**src/rtl/mux_scan_nxw.sv**
```systemverilog
// N-channel, W-bit registered mux with a debounced manual select and a divided auto-scan.
// y and ch are always updated together, so ch names the channel that y was taken from.
module mux_scan_nxw #(
    parameter int unsigned W        = 2,
    parameter int unsigned N        = 4,
    parameter int unsigned SCAN_DIV = 1000,
    parameter int unsigned DEB      = 16,
    localparam int unsigned SW      = (N > 2) ? $clog2(N) : 1
) (
    input  logic           clk,
    input  logic           rst,
    input  logic [N*W-1:0] din,
    input  logic [SW-1:0]  sel,
    input  logic [1:0]     mode,
    output logic [W-1:0]   y,
    output logic [SW-1:0]  ch,
    output logic           tick
);

    localparam int unsigned DVW = $clog2(SCAN_DIV);
    localparam int unsigned DCW = $clog2(DEB);

    typedef enum logic [1:0] {
        ModeManual = 2'b00,
        ModeUp     = 2'b01,
        ModeDown   = 2'b10,
        ModeFreeze = 2'b11
    } mode_e;

    logic [SW-1:0]  cand_q, cand_d;
    logic [DCW-1:0] dcnt_q, dcnt_d;
    logic [SW-1:0]  sel_db_q, sel_db_d;
    logic [1:0]     mode_q;
    logic [DVW-1:0] dv_q, dv_d;
    logic [SW-1:0]  ch_q, ch_d, ch_next;
    logic [W-1:0]   y_q, y_d;
    logic           tick_q, tick_d;
    logic           hold;

    // Debouncer: sel must match cand for DEB consecutive samples before sel_db follows.
    always_comb begin
        cand_d   = cand_q;
        dcnt_d   = dcnt_q;
        sel_db_d = sel_db_q;
        if (sel != cand_q) begin
            cand_d = sel;
            dcnt_d = '0;
        end else if (dcnt_q != DCW'(DEB - 1)) begin
            dcnt_d = dcnt_q + 1'b1;
        end
        if (dcnt_q == DCW'(DEB - 1) && cand_q != sel_db_q) begin
            sel_db_d = cand_q;
        end
    end

    always_comb begin
        ch_next = ch_q;
        dv_d    = dv_q;
        tick_d  = 1'b0;
        hold    = 1'b0;
        unique case (mode_e'(mode))
            ModeManual: begin
                if (32'(sel_db_q) < N) begin
                    ch_next = sel_db_q;
                end
            end
            ModeUp, ModeDown: begin
                // Transitions through freeze keep the divider so scanning resumes in place.
                if (mode != mode_q && mode_q != ModeFreeze) begin
                    dv_d = '0;
                end else if (dv_q == DVW'(SCAN_DIV - 1)) begin
                    dv_d   = '0;
                    tick_d = 1'b1;
                    if (mode == ModeUp) begin
                        ch_next = (ch_q == SW'(N - 1)) ? '0 : ch_q + 1'b1;
                    end else begin
                        ch_next = (ch_q == '0) ? SW'(N - 1) : ch_q - 1'b1;
                    end
                end else begin
                    dv_d = dv_q + 1'b1;
                end
            end
            ModeFreeze: begin
                hold = 1'b1;
            end
            default: begin
                hold = 1'b1;
            end
        endcase
    end

    always_comb begin
        y_d  = y_q;
        ch_d = ch_next;
        for (int i = 0; i < int'(N); i++) begin
            if (ch_next == SW'(i)) begin
                y_d = din[i*W +: W];
            end
        end
        if (hold) begin
            ch_d = ch_q;
            y_d  = y_q;
        end
    end

    always_ff @(posedge clk or negedge rst) begin
        if (!rst) begin
            cand_q   <= '0;
            dcnt_q   <= '0;
            sel_db_q <= '0;
            mode_q   <= 2'b00;
            dv_q     <= '0;
            ch_q     <= '0;
            y_q      <= '0;
            tick_q   <= 1'b0;
        end else begin
            cand_q   <= cand_d;
            dcnt_q   <= dcnt_d;
            sel_db_q <= sel_db_d;
            mode_q   <= mode;
            dv_q     <= dv_d;
            ch_q     <= ch_d;
            y_q      <= y_d;
            tick_q   <= tick_d;
        end
    end

    assign y    = y_q;
    assign ch   = ch_q;
    assign tick = tick_q;

endmodule

```
**config.mk**
```make
export PLATFORM = sky130hd
export DESIGN_NAME = mux_scan_nxw
export DESIGN_NICKNAME = d
export VERILOG_FILES = /design/src/rtl/mux_scan_nxw.sv
export SDC_FILE = /design/constraint.sdc
export NUM_CORES = 1
export LEC_CHECK = 0
export ABC_AREA = 1
export BUFFER_PORTS_ARGS = -buffer_cell sky130_fd_sc_hd__buf_2
export CORE_UTILIZATION = 51
export DETAILED_ROUTE_END_ITERATION = 10
export GPL_ROUTABILITY_DRIVEN = 0
export GPL_TIMING_DRIVEN = 0
export PLACE_DENSITY = 0.71
export SLEW_MARGIN = 10
export SYNTH_ARGS = -nofsm -noshare
export SYNTH_HDL_FRONTEND = slang
export SYNTH_SLANG_ARGS = --single-unit
```
**constraint.sdc**
```tcl
create_clock -name clk -period 1.6 [get_ports clk]
set_clock_uncertainty 0.05 [all_clocks]
set_input_delay 0.16 -clock clk [delete_from_list [all_inputs] [get_ports clk]]
set_output_delay 0.16 -clock clk [all_outputs]
set_load 0.1 [all_outputs]
```
==> impl_metrics.toml <==
[critical_path]
cp_slowest_stage_delay_ns = 0.54
cpMostUsedCell = "nand2_1"
arrival_ns = 1.97
rr_worst_depth = 12
start_kind = "register"
required_ns = 1.78
crit_type = "register to register"
cpLargestDelayFamily = "flip-flops"
crit_path_cell_trace = "ha_4 > o21ai_2 > o21a_1 > nand3_1 > nand2_1 > nand2_2 > nand2_4 > nand2_1 > o21ai_1 > inv_1 > nand2_1 > nand2_1"
crit_slowest_cell = "dfrtp_4"
worst-path-max-fanout = 7
critical_path_depth = 12
cp_num_buf_inv = 1
setup.worst_path.end_class = "register"

[drt]
wl_per_cell_um = 11.69
drt-initial-drc-count = 39
postRouteAntennaNets = 0
route.vias.total = 1245
first_pass_iters = 4
drc = 0
avgViaCountPerCell = 4.940
routed_wl_mm = 2.945

[layout]
syn2layout_area_growth_pct = 25.15
layout-drive-gt1-share = 0.3756
final_nets = 244
fillers = 239
n_antenna_cell = 0

[logic_synthesis]
seq_area_frac_synth = 0.4234
synthAdderAreaFrac = 0.06774
synth_simple_gate_area_frac = 0.2710
ys_ff_latch = 25
synth_compound_area_frac = 0.09145
synth_mux_area_frac = 0.01524
synth_top_family_by_area = "simple AND/OR/NAND/NOR gates"
synthXorXnorAreaFrac = 0.02964
yosysUniqueCellTypes = 30
ys_warn_count = 0
postSynthCellCount = 184
syn_area_um2 = 1478
syn_avg_cell_area_um2 = 8.031
syn_nets = 206

[clocking]
clock_latency_ns = 0.32
root_buffer = "clkbuf_4"
cts_buffer_depth = 2
path_clk_slew_ns = 0.14
clock-sinks = 25
cts_tree = "yes"
cts_max_level = 1
cts_made_buffers = 3

[flow_run]
maxCapViolations = 0

[global_routing]
grt-ovfl-total = 0
grt_max_degree = 26
antenna_found_initial = 0
grt_pass1_vias = 1286
grt_use_total = 0.2095
grt_pass1_wl_mm = 5.154

[timing]
fin_crit_sh = 1.121
final-hold-violation-count = 0
fmax_mhz = 557.6
setup-tns-final_ns = -0.6581
holdWs_ns = 0.005482
fin_crit_ns = 1.794
setup_violations = 6
worst_slack_ns = -0.1935
max_slew.worst_pin.slew_ns = 0.5515
slew_headroom = 0.6323
rsz0062_at_grt = "true"
finalMaxSlewViolations = 0

[floorplanning]
start_util = 0.5358
row_count = 19
io_pins = 19
fp.dieH_um = 55.83
die_area_um2 = 3116
core_um2 = 2758
die_w_um = 55.83

[worst_hold_path]
holdCritPathClass = "input port to register"
hold_depth = 2

[placed_design]
post-dp-hpwl_mm = 2.034
portBuffers = 18

[power]
vdd_drop_max_uv = 618.2
power.density_nw_per_um2 = 750.8
power.leakage_nw = 0.9132

[outcome]
status = "finished with violations"
violations = "setup timing"
-- cells in the mapped netlist --
cell type / instances / area, µm²
clkinv_1: 2 / 7.510
nand2_2: 6 / 37.54
clkbuf_2: 1 / 5.000
xnor2_1: 4 / 35.03
o21ai_1: 1 / 5.000
xor2_1: 1 / 8.760
inv_1: 26 / 97.59
nor3_2: 2 / 20.02
nand3_2: 2 / 20.02
ha_1: 8 / 100.1
o21a_1: 1 / 7.510
clkbuf_1: 3 / 11.26
nand2_1: 37 / 138.9
nor3_1: 1 / 5.000
o21ai_0: 8 / 40.04
inv_2: 6 / 22.52
inv_4: 1 / 6.260
mux2_2: 2 / 22.52
nor2_4: 1 / 11.26
a221oi_2: 1 / 15.01
nor2_1: 14 / 52.55
a211oi_1: 3 / 22.52
nand3_1: 12 / 60.06
nand2_4: 2 / 22.52
a21oi_1: 9 / 45.04
nand3b_1: 1 / 7.510
dfrtp_1: 25 / 625.6
or2_2: 1 / 6.260
nor2_2: 2 / 12.51
and2_1: 1 / 6.260
-- layer usage --
metal / vias to the layer above / share of wire / global-route usage
li1: 647 / - / -
met5: - / 0 / 0
met2: 18 / 0.51 / 0.3976
met1: 574 / 0.45 / 0.2318
met4: 0 / 0.017 / 0.08362
met3: 6 / 0.025 / 0.03256
-- worst register-to-register path, delay by kind of cell (launching register included) --
family                   cells  cell delay [ns]
adder cells (fa/ha/maj)      1             0.17
flip-flops                   1             0.54
AND/OR/NAND/NOR              7             0.52
buffers and inverters        1             0.05
AO/OA/AOI/OAI                3             0.36
-- layout make-up --
class | instances | area (µm²) | share of cell area
Multi-Input combinational cell | 120 | 775.7 | 0.4195
Sequential cell | 25 | 633.1 | 0.3424
Timing Repair Buffer | 33 | 216.5 | 0.1171
Inverter | 35 | 141.4 | 0.07646
Tap cell | 31 | 38.79 | 0.02097
Clock buffer | 3 | 22.52 | 0.01218
Buffer | 4 | 16.27 | 0.008796
Clock inverter | 1 | 5.005 | 0.002706
-- power breakdown --
group	leakage, nW	switching [W]	internal [W]
Sequential	0.328	0.0000324	0.000673
Clock	0.0177	0.000193	0.0000935
Combinational	0.568	0.000257	0.000139
-- logic make-up after synthesis --
family / Yosys count
simple gates: 82
buf+inv: 39
flops: 25
compound gates: 23
fa+ha+maj: 8
xor+xnor: 5
mux: 2
-- repair_timing --
item | 4_1_cts | 5_1_grt
setup buffers | 8 | 3
endpoints found under the setup margin | 10 | 10
hold buffers | 4 | 0
endpoints found under the hold margin | 28 | 0
pin swaps | 14 | 4
gates resized for setup | 15 | 7
-- worst paths after layout --
path | from | endpoint | slack (ns)
setup / recovery | ch[0] | y[1] | -0.19
setup reg to reg | ch[0] | y[1] | -0.19
hold reg to reg | y[1] | y[1] | 0.45
hold / removal | sel[1] | cand_q[1] | 0.005
max in group asynchronous | rst | ch[1] | 0.80
min in group asynchronous | rst | dv_q[1] | 0.30
-- flip-flops by register name, summed over array words and instances (netlist names) --
| signal | count |
|---|---|
| cand_q | 2 |
| ch | 2 |
| y | 2 |
| dv_q | 10 |
| tick | 1 |
| dcnt_q | 4 |
| sel_db_q | 2 |
| mode_q | 2 |
-- metrics by stage --
| stage | cell area, µm² | util | cells | power (W) | setup WS (ns) |
|---|---|---|---|---|---|
| 2_1_floorplan | 1515 | - | 184 | 0.0009648 | -0.2324 |
| 3_3_place_gp | 1644 | 0.5962 | 233 | 0.001035 | -0.2031 |
| 3_5_place_dp | 1644 | 0.5962 | 233 | 0.001047 | -0.2667 |
| 4_1_cts | 1810 | 0.6565 | 249 | 0.001363 | -0.1471 |
| 5_1_grt | 1849 | 0.6706 | 252 | 0.001463 | -0.3027 |
| 6_report | 1849 | 0.6706 | 252 | 0.001388 | -0.1935 |
-- cells in the final DEF, fill, tap and decap left out, types with 2 or more instances in the layout --
master / count
nand3_1: 11
nor3_2: 2
buf_2: 18
inv_2: 7
nand3_2: 3
nor2_1: 9
buf_4: 10
inv_1: 23
dfrtp_4: 2
o21ai_0: 3
inv_4: 3
dfrtp_1: 23
o21ai_1: 5
mux2_2: 2
nor2_2: 6
nand2_4: 2
nand2_2: 10
dlygate4sd3_1: 4
ha_1: 5
xnor2_1: 3
nor2_4: 2
nand2_1: 33
clkbuf_4: 3
a21oi_1: 9
clkinv_2: 3
clkbuf_1: 3
a211oi_1: 3
ha_4: 2
No activity file was read; power rests on OpenSTA's default activity.
